$ cat config.mk
export PLATFORM = sky130hd
export DESIGN_NAME = sequential_store_flat
export DESIGN_NICKNAME = d
export VERILOG_FILES = /design/src/rtl/sequential_store_if.sv /design/src/rtl/sequential_store.sv /design/src/flat_wrapper.sv
export SDC_FILE = /design/constraint.sdc
export NUM_CORES = 2
export LEC_CHECK = 0
export ABC_AREA = 1
export CAP_MARGIN = 30
export CORE_MARGIN = 2
export CORE_UTILIZATION = 40
export DETAILED_ROUTE_END_ITERATION = 12
export GPL_TIMING_DRIVEN = 0
export PLACE_DENSITY_LB_ADDON = 0.1
export SKIP_CTS_REPAIR_TIMING = 1
export SLEW_MARGIN = 30
export SYNTH_ARGS = -nofsm -noshare
export SYNTH_HDL_FRONTEND = slang
export SYNTH_SLANG_ARGS = --single-unit
$ cat constraint.sdc
create_clock -name clk_i -period 9.65 [get_ports clk_i]
set_clock_uncertainty 0.05 [all_clocks]
set_input_delay 1.93 -clock clk_i [delete_from_list [all_inputs] [get_ports clk_i]]
set_output_delay 1.93 -clock clk_i [all_outputs]
set_load 0.05 [all_outputs]
$ cat src/rtl/sequential_store_if.sv
// Handshake bundle between the ShuffleUnit / store address generator and the
// sequential store packer, including the AXI W channel it drives.
interface sequential_store_if #(
    parameter int unsigned NrLanes      = 4,
    parameter int unsigned DLEN         = 64,
    parameter int unsigned AxiDataWidth = 128,
    parameter int unsigned AxiAddrWidth = 64
);
    localparam int unsigned NbE      = DLEN / 4 * NrLanes;
    localparam int unsigned BusNb    = AxiDataWidth / 4;
    localparam int unsigned BusNSize = $clog2(BusNb);
    localparam int unsigned PtrW     = $clog2(NbE);

    logic                      rx_shfu_valid_i;
    logic                      rx_shfu_ready_o;
    logic [NbE*4-1:0]          rx_shfu_nb_i;
    logic [NbE-1:0]            rx_shfu_en_i;
    logic                      meta_ctrl_valid_i;
    logic                      meta_ctrl_ready_o;
    logic [PtrW-1:0]           meta_seq_nb_ptr_i;
    logic                      txn_ctrl_valid_i;
    logic                      txn_ctrl_ready_o;
    logic [AxiAddrWidth-1:0]   txn_addr_i;
    logic                      txn_is_head_i;
    logic [7:0]                txn_rmn_beat_i;
    logic [BusNSize:0]         txn_lbn_i;
    logic                      txn_is_final_i;
    logic                      axi_w_valid_o;
    logic                      axi_w_ready_i;
    logic [AxiDataWidth-1:0]   axi_w_data_o;
    logic [AxiDataWidth/8-1:0] axi_w_strb_o;
    logic                      axi_w_last_o;

    modport slave (
        input  rx_shfu_valid_i, rx_shfu_nb_i, rx_shfu_en_i,
        input  meta_ctrl_valid_i, meta_seq_nb_ptr_i,
        input  txn_ctrl_valid_i, txn_addr_i, txn_is_head_i, txn_rmn_beat_i,
        input  txn_lbn_i, txn_is_final_i, axi_w_ready_i,
        output rx_shfu_ready_o, meta_ctrl_ready_o, txn_ctrl_ready_o,
        output axi_w_valid_o, axi_w_data_o, axi_w_strb_o, axi_w_last_o
    );

    modport master (
        output rx_shfu_valid_i, rx_shfu_nb_i, rx_shfu_en_i,
        output meta_ctrl_valid_i, meta_seq_nb_ptr_i,
        output txn_ctrl_valid_i, txn_addr_i, txn_is_head_i, txn_rmn_beat_i,
        output txn_lbn_i, txn_is_final_i, axi_w_ready_i,
        input  rx_shfu_ready_o, meta_ctrl_ready_o, txn_ctrl_ready_o,
        input  axi_w_valid_o, axi_w_data_o, axi_w_strb_o, axi_w_last_o
    );
endinterface

$ cat src/rtl/sequential_store.sv
// Packs sequential-order nibble entries from the ShuffleUnit into AXI W beats,
// one beat window per store-address-generator control beat.
module sequential_store #(
    parameter int unsigned NrLanes      = 4,
    parameter int unsigned DLEN         = 64,
    parameter int unsigned AxiDataWidth = 128,
    parameter int unsigned AxiAddrWidth = 64
) (
    input  logic              clk_i,
    input  logic              rst_ni,
    sequential_store_if.slave bus
);
    localparam int unsigned NbE      = DLEN / 4 * NrLanes;
    localparam int unsigned BusNb    = AxiDataWidth / 4;
    localparam int unsigned BusNSize = $clog2(BusNb);
    localparam int unsigned PtrW     = $clog2(NbE);
    localparam int unsigned CW       = ((PtrW > BusNSize) ? PtrW : BusNSize) + 2;

    localparam logic [0:0] IDLE   = 1'b0;
    localparam logic [0:0] SERIAL = 1'b1;

    logic [0:0]          state_q;
    logic [PtrW-1:0]     ptr_q;
    logic [BusNSize:0]   cnt_q;

    logic [NbE-1:0][3:0] fifo_nb_q [2];
    logic [NbE-1:0]      fifo_en_q [2];
    logic                wptr_q, rptr_q;
    logic [1:0]          fcnt_q;
    logic                fifo_full, fifo_empty, enq, deq;
    logic [NbE-1:0][3:0] head_nb;
    logic [NbE-1:0]      head_en;

    logic                meta_occ_q, meta_avail, meta_enq, start;
    logic [PtrW-1:0]     meta_ptr_q, meta_ptr;

    logic [CW-1:0]       lo, hi, base, need, avail, ncopy;
    logic                step, partial, cstep, w_hs;
    logic                valid_q, last_q;
    logic [BusNb-1:0][3:0] bdata_q, bdata_n, cp_nb;
    logic [BusNb-1:0]    bmask_q, bmask_n, cp_en, hit;

    logic unused_addr;
    assign unused_addr = ^bus.txn_addr_i[AxiAddrWidth-1:BusNSize];

    // Input FIFO
    assign fifo_full           = (fcnt_q == 2'd2);
    assign fifo_empty          = (fcnt_q == 2'd0);
    assign bus.rx_shfu_ready_o = !fifo_full;
    assign enq                 = bus.rx_shfu_valid_i && !fifo_full;
    assign head_nb             = fifo_nb_q[rptr_q];
    assign head_en             = fifo_en_q[rptr_q];

    always_ff @(posedge clk_i) begin
        if (enq) begin
            fifo_nb_q[wptr_q] <= bus.rx_shfu_nb_i;
            fifo_en_q[wptr_q] <= bus.rx_shfu_en_i;
        end
    end

    // Flow-through meta: an arriving request can start in the same cycle.
    assign meta_avail            = meta_occ_q || bus.meta_ctrl_valid_i;
    assign meta_ptr              = meta_occ_q ? meta_ptr_q : bus.meta_seq_nb_ptr_i;
    assign start                 = (state_q == IDLE) && bus.txn_ctrl_valid_i && meta_avail;
    assign bus.meta_ctrl_ready_o = !meta_occ_q || start;
    assign meta_enq              = bus.meta_ctrl_valid_i && bus.meta_ctrl_ready_o;

    // Beat window and how much of it the head entry can still fill
    assign lo      = bus.txn_is_head_i ? CW'(bus.txn_addr_i[BusNSize-1:0]) : '0;
    assign hi      = (bus.txn_rmn_beat_i == 8'd0) ? CW'(bus.txn_lbn_i) : CW'(BusNb);
    assign base    = lo + CW'(cnt_q);
    assign need    = hi - base;
    assign avail   = CW'(NbE) - CW'(ptr_q);
    assign partial = need > avail;
    assign ncopy   = partial ? avail : need;
    assign w_hs    = valid_q && bus.axi_w_ready_i;
    assign step    = (state_q == SERIAL) && bus.txn_ctrl_valid_i && !fifo_empty &&
                     (!valid_q || bus.axi_w_ready_i);
    assign cstep   = step && !partial;
    assign deq     = step && (partial || (need == avail) || bus.txn_is_final_i);

    assign bus.txn_ctrl_ready_o = cstep;

    for (genvar j = 0; j < BusNb; j++) begin : g_nib
        logic [CW-1:0]   off;
        logic [PtrW-1:0] src;
        assign off      = CW'(j) - base;
        assign src      = ptr_q + off[PtrW-1:0];
        assign hit[j]   = step && (CW'(j) >= base) && (off < ncopy);
        assign cp_en[j] = head_en[src];
        assign cp_nb[j] = head_en[src] ? head_nb[src] : 4'h0;
    end

    // An accepted beat is dropped before the same-cycle step writes into it.
    always_comb begin
        bdata_n = w_hs ? '0 : bdata_q;
        bmask_n = w_hs ? '0 : bmask_q;
        for (int j = 0; j < BusNb; j++) begin
            if (hit[j]) begin
                bdata_n[j] = cp_nb[j];
                bmask_n[j] = cp_en[j];
            end
        end
    end

    for (genvar b = 0; b < BusNb / 2; b++) begin : g_strb
        assign bus.axi_w_strb_o[b] = bmask_q[2*b] | bmask_q[2*b+1];
    end

    assign bus.axi_w_valid_o = valid_q;
    assign bus.axi_w_last_o  = last_q;
    assign bus.axi_w_data_o  = bdata_q;

    always_ff @(posedge clk_i or negedge rst_ni) begin
        if (!rst_ni) begin
            state_q    <= IDLE;
            ptr_q      <= '0;
            cnt_q      <= '0;
            valid_q    <= 1'b0;
            last_q     <= 1'b0;
            bdata_q    <= '0;
            bmask_q    <= '0;
            wptr_q     <= 1'b0;
            rptr_q     <= 1'b0;
            fcnt_q     <= '0;
            meta_occ_q <= 1'b0;
            meta_ptr_q <= '0;
        end else begin
            wptr_q     <= wptr_q ^ enq;
            rptr_q     <= rptr_q ^ deq;
            fcnt_q     <= fcnt_q + 2'(enq) - 2'(deq);
            meta_occ_q <= (meta_occ_q && !start) || (meta_enq && !(start && !meta_occ_q));
            if (meta_enq && (meta_occ_q || !start)) meta_ptr_q <= bus.meta_seq_nb_ptr_i;

            if (start) begin
                state_q <= SERIAL;
                ptr_q   <= meta_ptr;
                cnt_q   <= '0;
            end else if (step) begin
                ptr_q <= deq ? '0 : ptr_q + need[PtrW-1:0];
                cnt_q <= partial ? cnt_q + avail[BusNSize:0] : '0;
                if (cstep && bus.txn_is_final_i) state_q <= IDLE;
            end

            bdata_q <= bdata_n;
            bmask_q <= bmask_n;
            if (cstep) begin
                valid_q <= 1'b1;
                last_q  <= (bus.txn_rmn_beat_i == 8'd0);
            end else if (w_hs) begin
                valid_q <= 1'b0;
                last_q  <= 1'b0;
            end
        end
    end

    a_beat_nonempty: assert property (@(posedge clk_i) disable iff (!rst_ni)
        (state_q == SERIAL && bus.txn_ctrl_valid_i) |-> (hi > base));
endmodule

$ cat src/flat_wrapper.sv
// flat-port wrapper written by rule: the top's interface ports become plain ports
module sequential_store_flat 
#(
    parameter int unsigned NrLanes      = 4,
    parameter int unsigned DLEN         = 64,
    parameter int unsigned AxiDataWidth = 128,
    parameter int unsigned AxiAddrWidth = 64
)
  (clk_i, rst_ni, bus_rx_shfu_valid_i, bus_rx_shfu_nb_i, bus_rx_shfu_en_i, bus_meta_ctrl_valid_i, bus_meta_seq_nb_ptr_i, bus_txn_ctrl_valid_i, bus_txn_addr_i, bus_txn_is_head_i, bus_txn_rmn_beat_i, bus_txn_lbn_i, bus_txn_is_final_i, bus_axi_w_ready_i, bus_rx_shfu_ready_o, bus_meta_ctrl_ready_o, bus_txn_ctrl_ready_o, bus_axi_w_valid_o, bus_axi_w_data_o, bus_axi_w_strb_o, bus_axi_w_last_o);
  sequential_store_if #(.NrLanes(NrLanes), .DLEN(DLEN), .AxiDataWidth(AxiDataWidth), .AxiAddrWidth(AxiAddrWidth)) bus_i ();
  input  logic clk_i;
  input  logic rst_ni;
  input wire logic [$bits(bus_i.rx_shfu_valid_i)-1:0] bus_rx_shfu_valid_i;
  input wire logic [$bits(bus_i.rx_shfu_nb_i)-1:0] bus_rx_shfu_nb_i;
  input wire logic [$bits(bus_i.rx_shfu_en_i)-1:0] bus_rx_shfu_en_i;
  input wire logic [$bits(bus_i.meta_ctrl_valid_i)-1:0] bus_meta_ctrl_valid_i;
  input wire logic [$bits(bus_i.meta_seq_nb_ptr_i)-1:0] bus_meta_seq_nb_ptr_i;
  input wire logic [$bits(bus_i.txn_ctrl_valid_i)-1:0] bus_txn_ctrl_valid_i;
  input wire logic [$bits(bus_i.txn_addr_i)-1:0] bus_txn_addr_i;
  input wire logic [$bits(bus_i.txn_is_head_i)-1:0] bus_txn_is_head_i;
  input wire logic [$bits(bus_i.txn_rmn_beat_i)-1:0] bus_txn_rmn_beat_i;
  input wire logic [$bits(bus_i.txn_lbn_i)-1:0] bus_txn_lbn_i;
  input wire logic [$bits(bus_i.txn_is_final_i)-1:0] bus_txn_is_final_i;
  input wire logic [$bits(bus_i.axi_w_ready_i)-1:0] bus_axi_w_ready_i;
  output wire logic [$bits(bus_i.rx_shfu_ready_o)-1:0] bus_rx_shfu_ready_o;
  output wire logic [$bits(bus_i.meta_ctrl_ready_o)-1:0] bus_meta_ctrl_ready_o;
  output wire logic [$bits(bus_i.txn_ctrl_ready_o)-1:0] bus_txn_ctrl_ready_o;
  output wire logic [$bits(bus_i.axi_w_valid_o)-1:0] bus_axi_w_valid_o;
  output wire logic [$bits(bus_i.axi_w_data_o)-1:0] bus_axi_w_data_o;
  output wire logic [$bits(bus_i.axi_w_strb_o)-1:0] bus_axi_w_strb_o;
  output wire logic [$bits(bus_i.axi_w_last_o)-1:0] bus_axi_w_last_o;
  assign bus_i.rx_shfu_valid_i = bus_rx_shfu_valid_i;
  assign bus_i.rx_shfu_nb_i = bus_rx_shfu_nb_i;
  assign bus_i.rx_shfu_en_i = bus_rx_shfu_en_i;
  assign bus_i.meta_ctrl_valid_i = bus_meta_ctrl_valid_i;
  assign bus_i.meta_seq_nb_ptr_i = bus_meta_seq_nb_ptr_i;
  assign bus_i.txn_ctrl_valid_i = bus_txn_ctrl_valid_i;
  assign bus_i.txn_addr_i = bus_txn_addr_i;
  assign bus_i.txn_is_head_i = bus_txn_is_head_i;
  assign bus_i.txn_rmn_beat_i = bus_txn_rmn_beat_i;
  assign bus_i.txn_lbn_i = bus_txn_lbn_i;
  assign bus_i.txn_is_final_i = bus_txn_is_final_i;
  assign bus_i.axi_w_ready_i = bus_axi_w_ready_i;
  assign bus_rx_shfu_ready_o = bus_i.rx_shfu_ready_o;
  assign bus_meta_ctrl_ready_o = bus_i.meta_ctrl_ready_o;
  assign bus_txn_ctrl_ready_o = bus_i.txn_ctrl_ready_o;
  assign bus_axi_w_valid_o = bus_i.axi_w_valid_o;
  assign bus_axi_w_data_o = bus_i.axi_w_data_o;
  assign bus_axi_w_strb_o = bus_i.axi_w_strb_o;
  assign bus_axi_w_last_o = bus_i.axi_w_last_o;
  sequential_store #(.NrLanes(NrLanes), .DLEN(DLEN), .AxiDataWidth(AxiDataWidth), .AxiAddrWidth(AxiAddrWidth)) u_core (.clk_i(clk_i), .rst_ni(rst_ni), .bus(bus_i));
endmodule
==> run metrics <==
Critical-path top delay cell=clkdlybuf4s50_1; die area=156800 sq um; reg-to-reg endpoint=u_core.bus.axi_w_data_o[83]; core area=152300 sq um; NumNets Final=9579; critical path fanouts, max=10; minimum clock period=9084 ps; Final Cell Area=73220 sq um; worst path arrival time=7100 ps; YS warnings=0; Mapped Area=61470 sq um; worst hold path class=reg2reg; Setup WS pre-CTS=-558.0 ps; FFs w/ async S/R, synth=22.52%; clock buffer depth=3; worst stage delay on the critical path=550 ps; # clock sinks=826; flop2flop setup slack=2040 ps; WS Path Type=in2out; CP Capture Type=output port; initial DRC count=11455; Clock Pin Slew Worst Setup and Hold Paths=60 ps; Hold Path Depth=2; ratio of cells with drive above 1 in the final layout=7.998%; most frequent CP cell=nand2_1; Worst setup SP type=input port; worst r2r path cells=30; f_max=110.1 MHz; Fill cells=14561; Initial Utilization=40.37%; post-route clock period utilization=94.13%; GRT Overall Usage=47.13%; Final Wtd Congestion=1.224; Cell variety after synth=65; register bit total from synthesis=826; measured slew at the worst slew-check pin=1289 ps; antenna-violating nets left=0; Final Max Tran Viols=0; Top FF cell, synth=edfxtp_1; Avg Cell Area, Syn=7.473 sq um; hold_ws=437.0 ps; max_slew headroom=13.18%; Critical R2R Launch=u_core.cnt_q[0]; largest net degree at the start of global routing=81; DIE HEIGHT=396.0 um; hold_sp=u_core.meta_ptr_q[3]; WHS Endpoint=u_core.meta_ptr_q[3]; RSZ-0062 raised after global routing=no; Seq/Total Area, Yosys=38.84%; Via density=6.299; Clock Tree Root=clkbuf_16; Hold Fails Final Rpt=0; antenna violations before repair=21; Final setup viols=0; Max H-tree Level=3; Cell Rows=143; IO Count=561; clk_lat worst skew=750 ps; Post-synth EDFFs=640; drt pass-1 iters=12; status=finished, violations left; post-synthesis instance total=8226; Detail Placement HPWL=323500 um; Buffers on Ports=501; CTS tree=built; Die X=396.0 um; DRC=3; first-pass GRT wire length=509900 um; TritonCTS Buffers=85; mean routed wirelength per cell=34.71 um; Final WS setup=566.2 ps; area grow syn2layout=19.12%; Max Cap Viol=0; Critical Path, Cell by Cell=clkdlybuf4s50_1 > nand2_1 > inv_1 > ha_1 > fa_2 > nand2_1 > nand2_1 > nand3_1 > nand2_4 > buf_2 > clkbuf_4 > ha_1 > a21oi_1 > nand2_1 > xor2_1 > ha_1 > a21oi_1 > nor2_1 > nor2_1 > nand2_1 > nand2_1 > nand2_4 > nor2_1 > dlymetal6s2s_1; final WL=382200 um; area of placed instances=70270 sq um; WP data required=7670 ps; GRT Residual Overflow=0; failing checks=DRC; number of global-route vias before repair=62906; via count=69353
worst max path at each step:
stage,start,end,slack (ps),cells past startpoint
final,bus_txn_is_head_i,bus_txn_ctrl_ready_o,570,24
after global routing,bus_txn_is_head_i,u_core.bus.axi_w_data_o[8],290,33
after CTS,bus_txn_is_head_i,bus_txn_ctrl_ready_o,-300,21
after detailed placement,bus_txn_is_head_i,u_core.bus.axi_w_data_o[74],-560,31
after global placement,bus_rx_shfu_valid_i,u_core.fifo_nb_q[0][216],-5530,3
after floorplan,bus_rx_shfu_valid_i,u_core.fifo_en_q[1][0],-750,2
sequential cells by signal, indices dropped and copies added, names as in the netlist:
signal                    flops
u_core.fifo_nb_q            512
u_core.bus.axi_w_data_o     128
u_core.fifo_en_q            128
u_core.bmask_q               32
u_core.cnt_q                  6
u_core.meta_ptr_q             6
u_core.ptr_q                  6
u_core.fcnt_q                 2
u_core.bus.axi_w_last_o       1
u_core.bus.axi_w_valid_o      1
u_core.meta_occ_q             1
u_core.rptr_q                 1
u_core.state_q                1
u_core.wptr_q                 1
per-stage QoR:
step | cells | utilization [%] | TNS (ps)
after floorplan | 8257 | - | -477430
after global placement | 10788 | 45.41 | -4486540
after detailed placement | 10836 | 46.15 | -22780
after CTS | 10989 | 47.99 | -304.4
after global routing | 10997 | 48.07 | 0
final | 11010 | 48.09 | 0
metal layers:
layer,vias up,GRT usage [%],routed length [um]
met5,-,0,140
met2,5165,67.28,156000
met3,1118,12.74,45470
li1,29781,-,-
met4,18,35.64,35070
met1,33271,60.60,145500
worst max-delay path, delay by kind of cell:
family                   cells  cell delay (ps)
buffers and inverters        5             1900
AND/OR/NAND/NOR             12             1400
AO/OA/AOI/OAI                2              370
XOR/XNOR                     1              360
adder cells (fa/ha/maj)      4             1110
area by class of cell:
type	count	area, sq um	share of cell area, %
multi-input cells	6662	34950	47.73
flip-flops and latches	826	23880	32.61
repair buffers	555	5858	8.001
well taps	2030	2540	3.469
clock buffers	114	2296	3.136
plain buffers	438	1907	2.604
inverters	331	1249	1.705
clock inverters	39	508.0	0.6938
diodes	15	37.54	0.05126
placed cells by master (no fill, tap or decap), types with 55 or more instances in the layout:
master	count
nand2_1	2730
nand3_1	1479
edfxtp_1	640
clkdlybuf4s50_1	499
o21ai_0	416
o211ai_1	398
clkbuf_1	304
inv_1	277
ha_1	257
o21ai_1	225
nor2_1	221
or2_2	211
dfrtp_1	184
a21oi_1	169
xor2_1	121
clkbuf_16	85
nand2_2	63
buf_2	57
o21ai_2	57
nand4_1	55
buf_1	55
synth_stat cells (4+ instances only):
library cell | n | share of area [%]
a21o_1 | 5 | 0.061
a21oi_1 | 169 | 1.4
buf_1 | 57 | 0.35
buf_2 | 55 | 0.45
buf_4 | 22 | 0.27
buf_6 | 6 | 0.11
clkbuf_1 | 295 | 1.8
clkinv_1 | 30 | 0.18
dfrtp_1 | 186 | 7.6
edfxtp_1 | 640 | 31
fa_1 | 9 | 0.29
ha_1 | 259 | 5.3
inv_1 | 278 | 1.7
inv_2 | 22 | 0.13
mux2i_1 | 8 | 0.13
nand2_1 | 2730 | 17
nand2_2 | 64 | 0.65
nand3_1 | 1479 | 12
nand3b_1 | 6 | 0.073
nand4_1 | 55 | 0.56
nor2_1 | 221 | 1.3
nor3_1 | 11 | 0.090
nor4_1 | 4 | 0.041
nor4_2 | 8 | 0.16
o2111a_1 | 5 | 0.092
o2111ai_1 | 4 | 0.057
o211ai_1 | 398 | 4.9
o21ai_0 | 552 | 4.5
o21ai_1 | 145 | 1.2
o21bai_1 | 5 | 0.061
o22ai_1 | 6 | 0.061
or2_1 | 52 | 0.53
or2_2 | 211 | 2.1
xnor2_1 | 30 | 0.43
xnor2_2 | 16 | 0.42
xor2_1 | 122 | 1.7
xor2_2 | 13 | 0.34
cell families (layout without fill, tap and decap cells):
| group | count (synthesis) | after routing | share of synthesized area [%] |
|---|---|---|---|
| multiplexers | 8 | 8 | 0.1303 |
| XOR/XNOR | 186 | 186 | 3.157 |
| buffers and inverters | 769 | 1477 | 5.091 |
| other | 1 | 47 | 0.006101 |
| AND/OR/NAND/NOR | 4855 | 4855 | 34.57 |
| AO/OA/AOI/OAI | 1313 | 1313 | 12.64 |
| flip-flops | 826 | 826 | 38.84 |
| adder cells (fa/ha/maj) | 268 | 268 | 5.565 |
Power is left out: the tool's default activity adds up to more than one toggle a clock period on the data nets, which glitch-free logic cannot reach.
